## config.mk

```make
export PLATFORM = sky130hd
export DESIGN_NAME = fetch_stage
export DESIGN_NICKNAME = d
export VERILOG_FILES = /design/src/rtl/fetch_stage.sv
export SDC_FILE = /design/constraint.sdc
export NUM_CORES = 1
export LEC_CHECK = 0
export CORE_MARGIN = 3
export CORE_UTILIZATION = 45
export DETAILED_ROUTE_END_ITERATION = 10
export GPL_ROUTABILITY_DRIVEN = 0
export GPL_TIMING_DRIVEN = 0
export PLACE_DENSITY = 0.81
export REMOVE_ABC_BUFFERS = 1
export SYNTH_ARGS = -nofsm -noshare
export SYNTH_HDL_FRONTEND = slang
export SYNTH_SLANG_ARGS = --single-unit
```

## constraint.sdc

```tcl
create_clock -name clk -period 6 [get_ports clk]
set_clock_uncertainty 0.05 [all_clocks]
set_input_delay 0.6 -clock clk [delete_from_list [all_inputs] [get_ports clk]]
set_output_delay 0.6 -clock clk [all_outputs]
set_load 0.01 [all_outputs]
```

## src/rtl/fetch_stage.sv

```systemverilog
// Instruction-fetch stage: owns the PC, issues word-aligned fetches, buffers
// returned instructions for decode and discards responses made stale by a
// redirect or reset.
module fetch_stage #(
  parameter logic [31:0] RESET_PC = 32'h0000_0000,
  parameter int unsigned QDEPTH   = 2
) (
  input  logic        clk,
  input  logic        rst,
  output logic        imem_req_valid,
  input  logic        imem_req_ready,
  output logic [31:0] imem_req_addr,
  input  logic        imem_rsp_valid,
  input  logic [31:0] imem_rsp_data,
  input  logic        redirect_valid,
  input  logic [31:0] redirect_pc,
  output logic        id_valid,
  input  logic        id_ready,
  output logic [31:0] id_instr,
  output logic [31:0] id_pc,
  output logic [31:0] id_pc_plus4
);

  localparam int unsigned AW = (QDEPTH > 1) ? $clog2(QDEPTH) : 1;
  localparam int unsigned CW = $clog2(QDEPTH + 1);
  localparam int unsigned SW = CW + 1;
  localparam logic [31:0] NOP = 32'h0000_0013;

  logic [31:0]   pc;
  // outstanding counts every accepted request still awaiting its response,
  // including the stale ones that drop_cnt marks for discard.
  logic [CW-1:0] outstanding;
  logic [CW-1:0] drop_cnt;
  logic [CW-1:0] count;
  logic [CW-1:0] remaining;

  logic [31:0]   addr_q  [QDEPTH];
  logic [AW-1:0] addr_wr;
  logic [AW-1:0] addr_rd;

  logic [31:0]   instr_q [QDEPTH];
  logic [31:0]   pc_q    [QDEPTH];
  logic [AW-1:0] fifo_wr;
  logic [AW-1:0] fifo_rd;

  logic req_fire;
  logic rsp_drop;
  logic push;
  logic pop;

  logic unused_pc_bits;
  assign unused_pc_bits = ^redirect_pc[1:0];

  // Request credit, response routing and decode-side outputs.
  always_comb begin
    remaining = outstanding;
    if (imem_rsp_valid && (outstanding != '0)) begin
      remaining = outstanding - CW'(1);
    end
    imem_req_valid = !rst && !redirect_valid &&
                     ((SW'(outstanding) + SW'(count)) < SW'(QDEPTH));
    imem_req_addr  = pc;
    req_fire       = imem_req_valid && imem_req_ready;
    rsp_drop       = imem_rsp_valid && (drop_cnt != '0);
    push           = imem_rsp_valid && (drop_cnt == '0) && !rst && !redirect_valid;
    id_valid       = !rst && (count != '0);
    pop            = id_valid && id_ready && !redirect_valid;
    id_instr       = NOP;
    id_pc          = 32'h0000_0000;
    if (id_valid) begin
      id_instr = instr_q[fifo_rd];
      id_pc    = pc_q[fifo_rd];
    end
    id_pc_plus4 = id_pc + 32'd4;
  end

  // Control state: PC, counters and FIFO pointers.
  always_ff @(posedge clk) begin
    if (rst) begin
      // Pre-reset requests stay counted so their late responses get dropped.
      pc          <= RESET_PC;
      count       <= '0;
      fifo_wr     <= '0;
      fifo_rd     <= '0;
      outstanding <= remaining;
      drop_cnt    <= remaining;
      addr_rd     <= '0;
      addr_wr     <= AW'(remaining);
    end else if (redirect_valid) begin
      // Everything still in flight belongs to the wrong path.
      pc          <= {redirect_pc[31:2], 2'b00};
      count       <= '0;
      fifo_wr     <= '0;
      fifo_rd     <= '0;
      outstanding <= remaining;
      drop_cnt    <= remaining;
      if (imem_rsp_valid) begin
        addr_rd <= addr_rd + AW'(1);
      end
    end else begin
      if (req_fire) begin
        pc      <= pc + 32'd4;
        addr_wr <= addr_wr + AW'(1);
      end
      if (imem_rsp_valid) begin
        addr_rd <= addr_rd + AW'(1);
      end
      if (push) begin
        fifo_wr <= fifo_wr + AW'(1);
      end
      if (pop) begin
        fifo_rd <= fifo_rd + AW'(1);
      end
      count       <= count + CW'(push) - CW'(pop);
      outstanding <= outstanding + CW'(req_fire) - CW'(imem_rsp_valid);
      drop_cnt    <= drop_cnt - CW'(rsp_drop);
    end
  end

  // Address and instruction storage; contents need no reset.
  always_ff @(posedge clk) begin
    if (req_fire) begin
      addr_q[addr_wr] <= pc;
    end
    if (push) begin
      instr_q[fifo_wr] <= imem_rsp_data;
      pc_q[fifo_wr]    <= addr_q[addr_rd];
    end
  end

  // Memory-side protocol checks.
  always_ff @(posedge clk) begin
    if (!rst) begin
      assert (!(push && (count == CW'(QDEPTH))))
        else $error("fetch_stage: response arrived with fetch FIFO full");
      assert (!(imem_rsp_valid && (outstanding == '0)))
        else $error("fetch_stage: response arrived with nothing outstanding");
    end
  end

endmodule
```

## Yosys cells after proc, flatten, opt, wreduce, memory -nomap -nowiden

Memories as Yosys holds them, arrays and structs flattened. A register that Yosys moved wholly into a read port is not among the register bits.
Cells that the tools add are included.
W data, S select, Z words.

| cells by class | value |
|---|---|
| $add $sub $neg | 13 |
| $lt $le $gt $ge | 1 |
| equal/unequal tests | 1 |
| mux-type cells | 22 |
| reductions and logical operators | 21 |

Operator list:

| operator | count |
|---|---|
| $mux W32 | 4 |
| $add A32 B3 Y32 const B | 2 |
| $mux W1 | 13 |
| $logic_and A1 B1 Y1 | 11 |
| $mux W2 | 5 |
| $reduce_bool A2 Y1 | 5 |
| $sub A2 B1 Y2 | 3 |
| $add A1 B1 Y1 const B | 4 |
| $add A2 B1 Y2 | 2 |
| $add A2 B2 Y3 | 1 |
| $lt A3 B2 Y1 const B | 1 |
| $logic_not A1 Y1 | 2 |
| $logic_not A2 Y1 | 1 |
| $ne A2 B2 Y1 const B | 1 |
| $reduce_and A2 Y1 | 1 |
| $reduce_or A2 Y1 | 1 |
| $sub A2 B1 Y2 const B | 1 |

| storage, ports and cells | value |
|---|---|
| register bits | 42 |
| RAM bits | 192 |
| bits of input ports | 70 |
| output and inout bits | 130 |
| word-level logic and storage cells | 70 |
| memories | 3 |

Memories:

| memory | depth | bits a word | rd ports | clocked after memory_dff | write ports | line | RTL |
|---|---|---|---|---|---|---|---|
| addr_q | 2 | 32 | 1 | 1 | 1 | 37 | `logic [31:0] addr_q [QDEPTH];` |
| instr_q | 2 | 32 | 1 | 1 | 1 | 41 | `logic [31:0] instr_q [QDEPTH];` |
| pc_q | 2 | 32 | 1 | 1 | 1 | 42 | `logic [31:0] pc_q [QDEPTH];` |

## Longest topological paths before layout

Gate-level depths: netlist of run 1.

| logic depth | value |
|---|---|
| depth in word-level cells | 8 |
| gate-level depth with buffers | 14 |
| gate-level depth less buffers | 12 |

## Least setup slack after synthesis of run 1

OpenSTA, ideal clock, no wires.

| timing path | value |
|---|---|
| path kind | input to register |
| start point | input redirect_valid |
| end point | memory instr_q[0][0], enable pin |
| setup time | 482 ps |
| arrival time | 3,730 ps |
| data required time | 5,468 ps |
| slack | 1,737 ps |
| stages | 4 |
| buffers on the path | 1 |
| cell sequence | clkbuf_1 > nor2_1 > nand3_1 > nor2_1 |

| on the way | value |
|---|---|
| longest elaborated chain between the ends | 4 |

Ends and longest elaborated chain:

| what | line | RTL |
|---|---|---|
| from (decl) | 15 | `input logic redirect_valid,` |
| $logic_not A1 Y1 | 65 | `push = imem_rsp_valid && (drop_cnt == '0) && !rst && !redirect_valid;` |
| $logic_and A1 B1 Y1 | 65 |  |
| $mux W1 | 125 | `if (push) begin` |
| $mux W1 (not written as such) | 126 | `instr_q[fifo_wr] <= imem_rsp_data;` |
| to (decl) | 41 |  |

No other way between the ends.

## Worst setup path in the final report of run 1

| timing path | value |
|---|---|
| start point | input rst |
| end point | output id_pc_plus4[26] |

| on the way | value |
|---|---|
| longest elaborated chain between the ends | 4 |

Ends and longest elaborated chain:

| what | line | RTL |
|---|---|---|
| from (decl) | 9 | `input logic rst,` |
| $logic_not A1 Y1 | -- |  |
| $logic_and A1 B1 Y1 | 66 | `id_valid = !rst && (count != '0);` |
| $mux W32 | 70 | `if (id_valid) begin` |
| $add A32 B3 Y32 | 74 | `id_pc_plus4 = id_pc + 32'd4;` |
| to (decl) | 21 | `output logic [31:0] id_pc_plus4` |

No other way between the ends.

==> results.yml, run 1 <==
final_layout:
  final_nets: 1033
  fin_area_sq_um: 13200
  layout.cells.non_filler: 1252
  drive_gt1_frac: 0.119
  syn_to_final_growth_pct: 29.9
  diodes: 0
  layout_commonest_cell: "clkdlybuf4s50_1"
  layout_common_cells: "clkdlybuf4s50_1, edfxtp_1, nor2_1, mux2i_1, dfxtp_1"
synth:
  ys_seq_area_frac: 0.628
  synth.largest_area_cell: "edfxtp_1"
  synthFlopType: "edfxtp_1"
  syn_area_sq_um: 10200
  yosys.area.top_type_share: 0.547
  syn_area_per_cell_sq_um: 13.3
  synth_edf_count: 185
  post_synth_num_cell_types: 63
  ys_warn_count: 0
  ys_ff_latch: 226
  synth-async-reset-ratio: 0
  syn_inst: 766
  synth.area.top_cells: "edfxtp_1, dfxtp_1, mux2i_1"
drt:
  drt_iter0_drc: 623
  vias: 6796
  wl_per_cell_um: 17.7
  drtAntennaViolNets: 0
  vias_per_cell: 5.43
  drc: 0
  drt_first_pass_iters: 5
  finalWirelength_um: 22200
clock_tree:
  post_cts_resized: 0
  clkSlewWorstSetupHoldPaths_ns: 0.06
  cts_buffer_depth: 3
  numCtsBuffers: 24
  cts_setup_buffers: 0
  h-tree-depth: 1
  root_buffer: "clkbuf_16"
  tritoncts: "built"
  clock_sinks: 226
  insertion_delay_ns: 0.50
  hold_buffers: 0
die:
  num_rows: 54
  die_h_um: 156
  start_util: 0.461
  die_w_um: 156
  core_area_sq_um: 22000
  dieArea_sq_um: 24400
  ioPinCount: 200
timing:
  worstMarginPinSlew_ns: 1.36
  drv_slew: 0
  setup_ws_ns: 0.835
  hold_viol: 0
  rsz0062_at_grt: "no"
  maxSlewHeadroom: 0.0940
  fin_crit_sh: 0.861
  period_needed_ns: 5.17
  finalSetupViolCount: 0
  fmax_mhz: 194
worst_setup_path:
  cp.arrival_ns: 4.52
  critical_path.startpoint_type: "primary input"
  crit_path_max_fanout: 35
  reg2reg_to: "outstanding[1]$_DFF_P_"
  critPathKind: "primary input to output port"
  end_kind: "output port"
  timing.critical_path.required_ns: 5.35
  rr_startpoint: "count[0]$_SDFF_PP0_"
  rr_worst_depth: 12
  rrSetupSlack_ns: 1.92
power_and_ir_drop:
  p_per_area_nw_per_um2: 273
  finalPower_mw: 3.60
  peakVddDrop_mv: 0.174
  leakage_nw: 4.40
placement:
  dpl_cell_area_sq_um: 12400
  io_buffers: 191
  hpwlAfterDp_um: 15300
  place_ws_ns: 0.803
  placed_cells: 1207
global_routing:
  first_global_vias: 6487
  antenna_found_initial: 0
  grt_max_degree: 58
  grtUsageTotal: 0.174
  grt-ovfl-total: 0
  grt_pass1_wl_um: 34500
worst_hold_path:
  hold_end: "fifo_rd$_SDFFE_PP0P_"
  hold_path_depth: 2
  hold_path.startpoint: "fifo_rd$_SDFFE_PP0P_"
  hold_class: "flop to flop"
job:
  drv_cap: 0
run_status:
  outcome: "complete, no violations"
-- cell type report --
class	count	area [sq um]
fill	1727	8830
sequential	226	6380
multi-input combinational	483	3500
timing repair buffer	200	2090
clock buffer	36	727
tap	280	350
clock inverter	8	73.8
inverter	19	71.3
-- cell families (layout without fill, tap and decap cells) --
kind of cell	count (synthesis)	in the layout	share of synthesized area
other	1	6	0.000369
AO/OA/AOI/OAI	92	92	0.0618
AND/OR/NAND/NOR	240	240	0.132
multiplexers	102	102	0.105
XOR/XNOR	34	34	0.0293
adder cells (fa/ha/maj)	9	9	0.0118
flip-flops	226	226	0.628
buffers and inverters	62	263	0.0319
-- synthesized netlist by cell type, types with 6 or more instances --
library cell,instances
edfxtp_1,185
nor2_1,91
mux2i_1,63
dfxtp_1,41
mux2_2,37
nand2_1,37
a21oi_1,27
o21ai_0,20
nand4_1,19
xor2_1,18
inv_1,17
clkbuf_1,16
nand3_1,16
xnor2_1,16
a31oi_1,15
and3_1,10
buf_2,9
buf_4,9
ha_1,8
nand2b_1,8
nor3_1,8
and2_1,7
a32oi_1,6
nor4_1,6
-- sequential cells by signal, summed over array words and instances, names as in the netlist, named ones only --
signal and flops:
fifo_rd 1, pc_q 60, outstanding 2, count 2
addr_rd 1, imem_req_addr 30, instr_q 64, drop_cnt 2
fifo_wr 1, addr_wr 1, addr_q 60
-- routing by layer --
layer / wire [um] / vias to the layer above / global-route usage
met5: 0 / - / 0
met4: 446 / 0 / 0.0534
met3: 1320 / 36 / 0.0249
met2: 10900 / 252 / 0.297
met1: 9490 / 3272 / 0.233
li1: - / 3236 / -
-- worst max-delay path by stage --
stage | end | startpoint
detailed placement | id_pc_plus4[26] | rst
CTS | id_pc_plus4[26] | rst
global placement | instr_q[1][21]$_DFFE_PP_ | redirect_valid
finish | id_pc_plus4[26] | rst
global route | id_pc_plus4[26] | rst
floorplan | id_pc_plus4[20] | flop
-- critical path, stage by stage --
cell and delay [ns]:
buf_2 0.33, o21bai_4 0.43, buf_16 0.24, buf_12 0.17
inv_1 0.32, nand2_1 0.12, inv_1 0.09, ha_1 0.14
inv_1 0.06, nor4_2 0.52, nand4_4 0.33, a2111oi_4 0.37
xor2_1 0.17, clkdlybuf4s50_1 0.58
-- metrics by stage --
step | hold WS, ns | utilization | TNS [ns]
2_1_floorplan | 0.422 | - | 0
3_3_place_gp | 0.439 | 0.553 | -204.65
3_5_place_dp | 0.452 | 0.562 | 0
4_1_cts | 0.469 | 0.599 | 0
5_1_grt | 0.509 | 0.599 | 0
6_report | 0.466 | 0.599 | 0
-- report_power, final --
group	switching [mW]	internal, mW	leakage, nW
Clock	0.574	0.882	0.390
Combinational	0.158	0.159	1.98
Sequential	0.0602	1.77	2.03
No activity file was read; power rests on OpenSTA's default activity.
==> inputs of run 2 (changes only) <==
--- a/config.mk
+++ b/config.mk
@@ -6,11 +6,11 @@
 export NUM_CORES = 1
 export LEC_CHECK = 0
 export CORE_MARGIN = 3
-export CORE_UTILIZATION = 45
+export CORE_UTILIZATION = 30
 export DETAILED_ROUTE_END_ITERATION = 10
 export GPL_ROUTABILITY_DRIVEN = 0
 export GPL_TIMING_DRIVEN = 0
-export PLACE_DENSITY = 0.81
+export PLACE_DENSITY = 0.61
 export REMOVE_ABC_BUFFERS = 1
 export SYNTH_ARGS = -nofsm -noshare
 export SYNTH_HDL_FRONTEND = slang
==> run 2 against run 1 <==
Against the previous run: wire length rose by 8.7%; global-route usage fell by 4.5 points; non-clock buffer count fell by 1; final area rose by 2.1%; die area rose by 48%; final cell count rose by 13%; total power rose by 4.7%; critical path depth fell by 1; first-iteration DRC count fell by 40%; highest routed layer unchanged.
==> results.yml, run 2 (synthesized netlist as in run 1, its figures left out) <==
timing:
  fin_crit_sh: 0.820
  drv_slew: 0
  finalSetupViolCount: 0
  worstMarginPinSlew_ns: 1.23
  rsz0062_at_grt: "no"
  hold_viol: 0
  fmax_mhz: 203
  period_needed_ns: 4.92
  maxSlewHeadroom: 0.174
final_layout:
  n_fill_cell: 3015
  top_register: "instr_q"
  layout.cells.non_filler: 1416
  layout_commonest_cell: "clkdlybuf4s50_1"
  diodes: 0
  largest_reg_flops: 64
  syn_to_final_growth_pct: 32.7
  final_util: 0.409
  layout_common_cells: "clkdlybuf4s50_1, edfxtp_1, nor2_1, mux2i_1, dfxtp_1"
  drive_gt1_frac: 0.120
  top_regs: "instr_q x64, addr_q x60, pc_q x60"
  final_nets: 1034
clock_tree:
  clock_sinks: 226
  h-tree-depth: 1
  numCtsBuffers: 26
  cts_buffer_depth: 3
  insertion_delay_ns: 0.52
  tritoncts: "built"
  root_buffer: "clkbuf_16"
  cts_setup_buffers: 0
  clkSlewWorstSetupHoldPaths_ns: 0.06
  post_cts_resized: 0
  hold_buffers: 0
job:
  drv_cap: 0
die:
  core_area_sq_um: 32900
  num_rows: 66
  die_w_um: 190
  ioPinCount: 200
  dieArea_sq_um: 36100
  die_h_um: 190
  start_util: 0.308
worst_setup_path:
  startpoint: "rst"
  timing.critical_path.required_ns: 5.35
  crit_chain: "buf_2 > o21bai_4 > buf_12 > inv_1 > nand2_1 > inv_1 > ha_1 > inv_1 > nor4_2 > nand4_4 > a2111oi_4 > xor2_1 > clkdlybuf4s50_1"
  critical_path.startpoint_type: "primary input"
  rrSetupSlack_ns: 1.86
  end_kind: "output port"
  crit_end: "id_pc_plus4[26]"
  crit_path_max_fanout: 36
  crit_top_cell: "inv_1"
  reg2reg_to: "outstanding[1]$_DFF_P_"
  slowest_delay_ns: 0.59
  cp.arrival_ns: 4.27
  rr_worst_depth: 12
  slowest_stage: "clkdlybuf4s50_1"
  rr_startpoint: "count[0]$_SDFF_PP0_"
  critPathKind: "primary input to output port"
drt:
  vias_per_cell: 4.68
  drt_first_pass_iters: 4
  finalWirelength_um: 24100
  drtAntennaViolNets: 0
  drt_iter0_drc: 375
  vias: 6631
  wl_per_cell_um: 17.0
  drc: 0
worst_hold_path:
  hold_class: "flop to flop"
run_status:
  outcome: "complete, no violations"
global_routing:
  grt_pass1_wl_um: 37500
  grt_max_degree: 48
  first_global_vias: 6616
  antenna_found_initial: 0
  grtUsageTotal: 0.130
  grt-ovfl-total: 0
power_and_ir_drop:
  finalPower_mw: 3.77
  peakVddDrop_mv: 0.177
  leakage_nw: 4.44
  p_per_area_nw_per_um2: 280
placement:
  io_buffers: 191
  hpwlAfterDp_um: 17000
  placed_cells: 1369
==> run 2: changes by cell type in the layout (fill, tap and decap cells not counted) <==
cell and delta:
buf_4 -1, dfxtp_2 +1, clkbuf_8 -4, inv_4 -1, clkinv_2 +3, clkbuf_16 +2, clkinv_1 +3, bufinv_16 +3
clkinvlp_4 -1, clkinv_4 -1, dfxtp_1 -1, clkbuf_1 -1
==> run 2: cell type report <==
cell class / instances / area (sq um) / area share
Clock buffer: 33 / 718 / 0.0533
Tap cell: 442 / 553 / 0.0410
Inverter: 19 / 71.3 / 0.00529
Timing Repair Buffer: 199 / 2080 / 0.155
Sequential cell: 226 / 6380 / 0.473
Multi-Input combinational cell: 483 / 3500 / 0.260
Clock inverter: 14 / 168 / 0.0124
==> run 2: critical path: cells and delay by family <==
| kind | cells | cell delay, ns |
|---|---|---|
| AOI/OAI and AO/OA | 2 | 0.79 |
| xor gates and xnor gates | 1 | 0.17 |
| adders and majority gates | 1 | 0.14 |
| buffers and inverters | 6 | 1.59 |
| and+or+nand+nor | 3 | 0.92 |
==> run 2: power breakdown <==
part           total (mW)  internal, mW  switching (mW)
combinational       0.319         0.159           0.160
sequential           1.83          1.77          0.0602
clock                1.62          1.01           0.610
==> run 2: worst min-delay path by stage <==
stage,slack (ns),to,start,cells past startpoint
detailed placement,0.44,flop,fifo_rd$_SDFFE_PP0P_,2
global placement,0.44,fifo_rd$_SDFFE_PP0P_,fifo_rd$_SDFFE_PP0P_,2
floorplan,0.42,flop,fifo_rd$_SDFFE_PP0P_,2
global route,0.50,addr_rd$_SDFFE_PP0P_,addr_rd$_SDFFE_PP0P_,2
CTS,0.47,flop,addr_rd$_SDFFE_PP0P_,2
finish,0.46,flop,addr_rd$_SDFFE_PP0P_,2
==> run 2: metal layers <==
layer | GRT usage | up-vias | share of wire
met3 | 0.0225 | 34 | 0.065
met4 | 0.0336 | 0 | 0.019
met5 | 0 | - | 0
li1 | - | 3242 | -
met2 | 0.212 | 190 | 0.46
met1 | 0.180 | 3165 | 0.45
==> run 2: per-stage QoR <==
| stage | setup WS, ns | hold WS (ns) | area (sq um) | setup TNS, ns |
|---|---|---|---|---|
| 2_1_floorplan | 0.797 | 0.422 | 9920 | 0 |
| 3_3_place_gp | -1.85 | 0.438 | 12400 | -267.55 |
| 3_5_place_dp | 0.976 | 0.443 | 12600 | 0 |
| 4_1_cts | 0.974 | 0.466 | 13500 | 0 |
| 5_1_grt | 0.782 | 0.497 | 13500 | 0 |
| 6_report | 1.08 | 0.462 | 13500 | 0 |
==> inputs of run 3 (changes only) <==
--- a/config.mk
+++ b/config.mk
@@ -10,7 +10,7 @@
 export DETAILED_ROUTE_END_ITERATION = 10
 export GPL_ROUTABILITY_DRIVEN = 0
 export GPL_TIMING_DRIVEN = 0
-export PLACE_DENSITY = 0.61
+export PLACE_DENSITY = 0.63
 export REMOVE_ABC_BUFFERS = 1
 export SYNTH_ARGS = -nofsm -noshare
 export SYNTH_HDL_FRONTEND = slang
==> constraint.sdc (replaced) <==
create_clock -name clk -period 4.2 [get_ports clk]
set_clock_uncertainty 0.05 [all_clocks]
set_input_delay 0.42 -clock clk [delete_from_list [all_inputs] [get_ports clk]]
set_output_delay 0.42 -clock clk [all_outputs]
set_load 0.01 [all_outputs]
==> run 3 against run 2 <==
Against the previous run: core utilization rose by 0.47 points; via count rose by 1.9%; clock-buffer cell count fell by 6; worst hold slack got worse by 0.17 ns; setup slack got worse by 0.86 ns; critical path depth rose by 2; combinational power rose by 42%; total power rose by 43%; first-iteration DRC count rose by 6.7%; die area did not move; sequential power rose by 43%; largest power group unchanged.
==> results.yml, run 3 (synthesized netlist as in run 1, its figures left out) <==
worst_setup_path:
  crit_chain: "o21bai_4 > buf_16 > buf_12 > clkinvlp_4 > nand2_1 > inv_1 > ha_1 > inv_1 > nor4_4 > nand4_4 > buf_12 > buf_4 > nand2b_1 > xnor2_1 > clkdlybuf4s50_1"
  timing.critical_path.required_ns: 3.73
  rr_startpoint: "count[0]$_SDFF_PP0_"
  crit_path_max_fanout: 30
  critPathKind: "flop to output port"
  end_kind: "output port"
  path_buf_inv: 8
  rr_worst_depth: 12
  critical_path.startpoint_type: "flop"
  slowest_stage: "clkdlybuf4s50_1"
  slowest_delay_ns: 0.55
  cp.arrival_ns: 3.51
  reg2reg_to: "outstanding[1]$_DFF_P_"
  rrSetupSlack_ns: 0.66
  cp.depth: 15
  crit_family: "buffers and inverters"
run_status:
  outcome: "complete, no violations"
clock_tree:
  root_buffer: "clkbuf_16"
  h-tree-depth: 1
  tritoncts: "built"
  clkSlewWorstSetupHoldPaths_ns: 0.06
  numCtsBuffers: 26
  cts_buffer_depth: 3
  insertion_delay_ns: 0.52
  clock_sinks: 226
timing:
  drv_slew: 0
  finalSetupViolCount: 0
  tns_ns: 0
  fmax_mhz: 251
  rsz0062_at_grt: "no"
  maxSlewHeadroom: 0.161
  worstMarginPinSlew_ns: 1.25
  setup_ws_ns: 0.216
  fin_crit_sh: 0.949
  period_needed_ns: 3.98
  hold_viol: 0
final_layout:
  layout.cells.non_filler: 1426
  top_regs: "instr_q x64, addr_q x60, pc_q x60"
  drive_gt1_frac: 0.137
  final_nets: 1043
  layout_common_cells: "edfxtp_1, clkdlybuf4s50_1, nor2_1, mux2i_1"
  largest_reg_flops: 64
  diodes: 0
  top_register: "instr_q"
  layout_commonest_cell: "edfxtp_1"
  syn_to_final_growth_pct: 34.2
worst_hold_path:
  hold_class: "primary input to flop"
  hold_path_depth: 2
  hold_path.startpoint: "rst"
global_routing:
  grt_max_degree: 54
  grt-ovfl-total: 0
  first_global_vias: 6489
  antenna_found_initial: 0
  grt_pass1_wl_um: 38100
  grtUsageTotal: 0.133
placement:
  place_ws_ns: -0.706
  hpwlAfterDp_um: 17200
  io_buffers: 191
  placed_cells: 1369
die:
  core_area_sq_um: 32900
  die_h_um: 190
  num_rows: 66
  start_util: 0.308
  die_w_um: 190
  dieArea_sq_um: 36100
  ioPinCount: 200
drt:
  finalWirelength_um: 25200
  drtAntennaViolNets: 0
  drt_first_pass_iters: 5
  wl_per_cell_um: 17.7
  vias_per_cell: 4.74
  drc: 0
  vias: 6760
  drt_iter0_drc: 400
power_and_ir_drop:
  p_per_area_nw_per_um2: 397
  leakage_nw: 4.59
  finalPower_mw: 5.41
  peakVddDrop_mv: 0.253
job:
  drv_cap: 0
[run 3: cell count changes in the layout (fill, tap and decap cells not counted), sizes merged]
cell,change
clkinvlp,+4
clkbuf,-5
nor2,+1
clkdlybuf4s50,-5
inv,+2
dlymetal6s2s,+5
buf,+6
o21bai,+1
clkinv,+1
[run 3: area by class of cell]
cell class                 instances  area, sq um
sequential                       226         6390
inverter                          19         75.1
multi-input combinational        485         3550
tap                              442          553
clock inverter                    21          223
fill                            3030        19300
clock buffer                      27          676
timing repair buffer             206         2170
[run 3: timing repair]
action	4_1_cts	5_1_grt
buffers inserted	3	4
pin swaps	3	1
gates cloned	1	1
setup endpoints to repair	20	40
hold buffers	0	0
gates resized for setup	7	8
[run 3: metrics by stage]
step	hold slack (ns)	utilization	area, sq um
floorplan	0.422	-	9920
CTS	0.270	0.411	13600
finish	0.293	0.414	13600
global route	0.294	0.414	13600
global placement	0.436	0.376	12400
detailed placement	0.453	0.382	12600
[run 3: how the worst max path moves through the flow]
stage | from | to | slack [ns]
final | count[0]$_SDFF_PP0_ | id_pc_plus4[16] | 0.22
after global routing | count[0]$_SDFF_PP0_ | id_pc_plus4[16] | 0.003
after CTS | count[1]$_SDFF_PP0_ | id_pc_plus4[26] | 0.06
after detailed placement | rst | id_pc_plus4[26] | -0.71
after global placement | redirect_valid | instr_q[1][6]$_DFFE_PP_ | -3.52
after floorplan | flop | id_pc_plus4[20] | -0.82
[run 3: worst reg2reg max path: stages (launching register included)]
cell       delay (ns)
dfxtp_4          0.38
and2_1           0.18
fa_1             0.47
nor4_4           0.43
and2_2           0.51
inv_2            0.37
ha_1             0.40
inv_1            0.04
ha_1             0.17
xnor2_1          0.12
nor2_1           0.13
o2bb2ai_1        0.13
a21oi_1          0.05
[run 3: where the power goes]
part	switching [mW]	internal, mW
logic	0.228	0.226
clock network	0.912	1.42
registers	0.0895	2.53
[run 3: routing by layer]
layer | vias to the layer above | track usage | wire length [um]
met3 | 27 | 0.0254 | 1480
met1 | 3281 | 0.183 | 11500
li1 | 3269 | - | -
met2 | 183 | 0.216 | 11700
met4 | 0 | 0.0350 | 451
met5 | - | 0 | 0
